File: src/rtl/proc_pkg.sv
// Shared definitions for the parametrised lab processor: opcodes, step encoding,
// instruction field positions and the ALU operation select.
package proc_pkg;

  localparam logic [2:0] OP_MV   = 3'b000;
  localparam logic [2:0] OP_MVI  = 3'b001;
  localparam logic [2:0] OP_ADD  = 3'b010;
  localparam logic [2:0] OP_SUB  = 3'b011;
  localparam logic [2:0] OP_AND  = 3'b100;
  localparam logic [2:0] OP_MVNZ = 3'b101;

  localparam int IR_W     = 9;
  localparam int IR_I_MSB = 8;
  localparam int IR_I_LSB = 6;
  localparam int IR_X_MSB = 5;
  localparam int IR_X_LSB = 3;
  localparam int IR_Y_MSB = 2;
  localparam int IR_Y_LSB = 0;

  typedef enum logic [1:0] {
    T0 = 2'b00,
    T1 = 2'b01,
    T2 = 2'b10,
    T3 = 2'b11
  } step_t;

  typedef enum logic [1:0] {
    ALU_ADD = 2'b00,
    ALU_SUB = 2'b01,
    ALU_AND = 2'b10
  } alu_op_t;

  function automatic alu_op_t alu_op_of(input logic [2:0] opcode);
    case (opcode)
      OP_SUB:  return ALU_SUB;
      OP_AND:  return ALU_AND;
      default: return ALU_ADD;
    endcase
  endfunction

endpackage

File: src/rtl/proc_alu.sv
// Combinational W-bit ALU: add, subtract (a-b) and bitwise AND, modulo 2^W,
// plus a zero flag on the result.
module proc_alu
  import proc_pkg::*;
#(
  parameter int W = 16
) (
  input  logic [W-1:0] a,
  input  logic [W-1:0] b,
  input  alu_op_t      op,
  output logic [W-1:0] result,
  output logic         zero
);

  always_comb begin
    result = '0;
    case (op)
      ALU_ADD: result = a + b;
      ALU_SUB: result = a - b;
      ALU_AND: result = a & b;
      default: result = '0;
    endcase
  end

  assign zero = (result == '0);

endmodule

File: src/rtl/proc_core_n.sv
// Multi-step processor with NREG registers on a shared W-bit bus, stepped T0..T3.
// Optional macro PROC_ZFLAG_EN adds a zero flag and turns opcode 101 into mvnz.
module proc_core_n
  import proc_pkg::*;
#(
  parameter int W    = 16,
  parameter int NREG = 8
) (
  input  logic         Clock,
  input  logic         Resetn,
  input  logic [W-1:0] DIN,
  input  logic         Run,
  output logic         Done,
  output logic [W-1:0] BusWires
);

  step_t            step_q, step_d;
  logic [IR_W-1:0]  ir_q;
  logic [W-1:0]     a_q, g_q;
  logic [W-1:0]     r_q [8];

  logic [2:0]       opcode, x_idx, y_idx;
  logic [W-1:0]     rx_val, ry_val;
  logic [W-1:0]     alu_res, wdata;
  logic             alu_zero;
  logic             ir_load, a_load, g_load, r_we;

  assign opcode = ir_q[IR_I_MSB:IR_I_LSB];
  assign x_idx  = ir_q[IR_X_MSB:IR_X_LSB];
  assign y_idx  = ir_q[IR_Y_MSB:IR_Y_LSB];

  // Indices at or above NREG read as zero; those entries are never written.
  assign rx_val = (int'(x_idx) < NREG) ? r_q[x_idx] : '0;
  assign ry_val = (int'(y_idx) < NREG) ? r_q[y_idx] : '0;

  proc_alu #(.W(W)) u_alu (
    .a      (a_q),
    .b      (ry_val),
    .op     (alu_op_of(opcode)),
    .result (alu_res),
    .zero   (alu_zero)
  );

`ifdef PROC_ZFLAG_EN
  logic z_q;
  always_ff @(posedge Clock) begin
    if (!Resetn)     z_q <= 1'b1;
    else if (g_load) z_q <= alu_zero;
  end
`else
  logic zero_unused;
  assign zero_unused = alu_zero;
`endif

  always_comb begin
    step_d   = step_q;
    Done     = 1'b0;
    BusWires = '0;
    wdata    = '0;
    ir_load  = 1'b0;
    a_load   = 1'b0;
    g_load   = 1'b0;
    r_we     = 1'b0;
    case (step_q)
      T0: begin
        if (Run) begin
          BusWires = DIN;
          ir_load  = 1'b1;
          step_d   = T1;
        end
      end
      T1: begin
        case (opcode)
          OP_MV: begin
            BusWires = ry_val;
            wdata    = ry_val;
            r_we     = 1'b1;
            Done     = 1'b1;
            step_d   = T0;
          end
          OP_MVI: begin
            BusWires = DIN;
            wdata    = DIN;
            r_we     = 1'b1;
            Done     = 1'b1;
            step_d   = T0;
          end
          OP_ADD, OP_SUB, OP_AND: begin
            BusWires = rx_val;
            a_load   = 1'b1;
            step_d   = T2;
          end
`ifdef PROC_ZFLAG_EN
          OP_MVNZ: begin
            // Conditional move bypasses the bus; only the write is gated.
            wdata  = ry_val;
            r_we   = ~z_q;
            Done   = 1'b1;
            step_d = T0;
          end
`endif
          default: begin
            Done   = 1'b1;
            step_d = T0;
          end
        endcase
      end
      T2: begin
        BusWires = ry_val;
        g_load   = 1'b1;
        step_d   = T3;
      end
      T3: begin
        BusWires = g_q;
        wdata    = g_q;
        r_we     = 1'b1;
        Done     = 1'b1;
        step_d   = T0;
      end
      default: step_d = T0;
    endcase
  end

  always_ff @(posedge Clock) begin
    if (!Resetn) begin
      step_q <= T0;
      ir_q   <= '0;
      a_q    <= '0;
      g_q    <= '0;
      for (int i = 0; i < 8; i++) r_q[i] <= '0;
    end else begin
      step_q <= step_d;
      if (ir_load) ir_q <= DIN[IR_W-1:0];
      if (a_load)  a_q  <= BusWires;
      if (g_load)  g_q  <= alu_res;
      if (r_we && (int'(x_idx) < NREG)) r_q[x_idx] <= wdata;
    end
  end

endmodule

File: config.mk
export PLATFORM = sky130hd
export DESIGN_NAME = proc_core_n
export DESIGN_NICKNAME = d
export VERILOG_FILES = /design/src/rtl/proc_pkg.sv /design/src/rtl/proc_alu.sv /design/src/rtl/proc_core_n.sv
export SDC_FILE = /design/constraint.sdc
export NUM_CORES = 1
export LEC_CHECK = 0
export ABC_AREA = 0
export CAP_MARGIN = 10
export CORE_MARGIN = 1
export CORE_UTILIZATION = 50
export DETAILED_ROUTE_END_ITERATION = 8
export HOLD_SLACK_MARGIN = 0.1
export MAX_ROUTING_LAYER = met4
export PLACE_DENSITY = 0.68
export SLEW_MARGIN = 20
export SYNTH_ARGS = -nofsm -noshare
export SYNTH_HDL_FRONTEND = slang
export SYNTH_SLANG_ARGS = --single-unit
File: constraint.sdc
create_clock -name Clock -period 4.15 [get_ports Clock]
set_clock_uncertainty 0.1 [all_clocks]
set_input_delay 0.415 -clock Clock [delete_from_list [all_inputs] [get_ports Clock]]
set_output_delay 0.415 -clock Clock [all_outputs]
set_load 0.01 [all_outputs]
==> metrics.txt <==
clk sinks 177; pin count of the biggest net entering global routing 47; Synth Area in Compound Gates 0.115; register area a little under 0.005 mm2; worst reg-to-reg setup slack between 200 and 250 ps; setup slack after layout approximately 220 ps; Multi-input gate area 0.00507 mm2; outcome completed; Die Area ~0.021 mm2; most frequent cells in the layout nor2_1 (192), edfxtp_1 (128), nand2_1 (92), mux4_2 (63), buf_4 (48); main combinational cell family by area after synthesis multiplexers; RSZ-0062 raised after global routing false; Core Rows between 50 and 60; core box area between 0.015 and 0.02 mm2; mux share of post-synthesis cell area 0.188; CTS Buf Count 17; placer congestion estimate slightly above 0.9; layout cells sized above 1 0.193; Max-Cap Viols 0; pwr/cell area 387 mW/mm2; sequential area share after synthesis 0.474; total number of vias roughly 8,000; Final Util 0.589; Remaining DRCs 0; initial antenna violation count 0; worst vdd ir between 0.2 and 0.25 mV; Synth Register Bits between 150 and 200; crit path kind reg -> reg; Buffers on Ports 35; CTS clk-pin slew, worst paths 80 ps; Clock Path Buffers 2; CP startpoint kind flip-flop; die height 145 um; Post-Syn Instances 931; clk_lat worst skew between 400 and 500 ps; total setup buffers inserted after CTS 0; most common cell after layout, fill and taps aside nor2_1; # diodes 0; Tmin final roughly 3900 ps; Congestion Overflow GR 0; Pwr Total between 4 and 5 mW; Area Overhead vs Synth 14.0%; Cell Count, Final, Fillers Out around 1,300; Starting Density 0.516; 1st-iter DRT viols a little over 1,000; Post-Place Worst Slack ~110 ps; post-cts resize count 0; simple-gate share of the synthesized area 0.152; Final period util 0.947; Final nets just over 1,000; H-tree level count 4; Hold Buf Count CTS 0; Worst slew margin 0.319; Post-Route WL around 28,000 um; first-pass GRT wire length ~44,000 um; Post-Place Cells 1,221; Least-Margin Pin Slew approximately 1000 ps; Post-Syn Area just over 0.01 mm2; Post-synth EDFFs 128; # IOs 36; Final Setup Violations 0; CTS tree yes; Syn Nets 968; Async SR Flop Fraction 0; Post-Synth Adder-Cell Area 0.0229; Netlist cell types 64; xor/xnor share of the synthesized area 0.0189; worst-path maximum fanout 7; Yosys warning total 0; setup TNS 0 ps; Syn Area/Cell approximately 11 um2; Hold/Removal Path Class reg -> reg; post-DP HPWL a little over 20,000 um; via-per-instance ratio around 6.3; finished layout cell area 0.0116 mm2; required time of the worst setup path around 4400 ps; GRT Total Usage 0.296; routed len/inst 22.7 um; vias in the first global route ~7,600; Root Buffer clkbuf_16; Hold WS 333 ps; Arr. time, crit path 4140 ps; Top FF cell, synth edfxtp_1; Initial DRT Pass Iterations 6; Fillers 1,605; CP Capture Type flip-flop; Routed Antenna Nets 0; Slew Limit Fails 0; Final Hold Viols 0; Max Fclk 255 MHz; Pleak just over 4 nW; area post-placement between 0.01 and 0.015 mm2; Die Span X 145 um
## where the power goes
part	switching [mW]	internal, mW
Combinational	0.476	0.390
Clock	0.798	0.808
Sequential	0.0651	1.96
## cells in the mapped netlist (all sizes together) (4+ instances only)
cell	instances	area, um2
nor2	194	738
edfxtp	128	3840
nand2	92	345
mux4	65	1470
o21ai	56	280
dfxtp	49	981
clkbuf	43	161
a21oi	36	180
mux2	23	267
nor3	20	100
o211ai	19	143
buf	17	106
ha	17	213
mux2i	16	171
nand2b	14	87.6
xnor2	14	123
a21boi	11	82.6
o221ai	11	96.3
nand3	10	50.1
a22oi	9	67.6
inv	9	33.8
nor2b	8	50.1
xor2	8	70.1
and2	7	43.8
a211oi	6	45.0
a31oi	6	37.5
o21a	4	30.0
## routing by layer
metal | share of wire | GRT usage | vias to the layer above
met4 | 0.019 | 0.0931 | 0
li1 | - | - | 3542
met1 | 0.41 | 0.397 | 3808
met5 | 0 | - | -
met2 | 0.47 | 0.456 | 455
met3 | 0.099 | 0.0566 | 44
## area by class of cell
type | count | share of cell area
clock buffer | 17 | 0.0367
clock inverter | 15 | 0.0139
inverter | 11 | 0.00356
multi-input combinational | 683 | 0.437
sequential | 177 | 0.416
tap | 265 | 0.0286
timing repair buffer | 85 | 0.0639
## worst max-delay path, stage by stage (launching register included)
cell,delay (ps)
dfxtp_4,420
mux4_1,560
mux2_4,280
and4bb_4,390
nand2_1,70
o21ai_1,160
xor2_1,170
ha_1,280
buf_4,160
and4_1,210
o311a_1,160
o41ai_2,290
buf_4,170
o21ai_0,110
xnor2_1,170
a31oi_1,100
## final timing paths
| path | start | to | cells past startpoint |
|---|---|---|---|
| worst max register to register | flip-flop | g_q[14] | 15 |
| worst min-delay path | step_q[0] | step_q[0] | 1 |
| worst min register to register | step_q[0] | step_q[0] | 1 |
| worst max-delay path | flip-flop | g_q[14] | 15 |
## cells by family (layout without fill, tap and decap cells)
family                     Yosys count  count (layout)
and+or+nand+nor                    359             359
AOI/OAI and AO/OA                  180             180
DFF                                177             177
muxes                              104             104
buffers and inverters               71             128
xor gates and xnor gates            22              22
adders and majority gates           18              18
## registers in the layout, summed over array words and instances (netlist names), named ones only
name and flops:
step_q 1, g_q 16, r_q 128, ir_q 9, a_q 16
No activity file was read; power rests on OpenSTA's default activity.
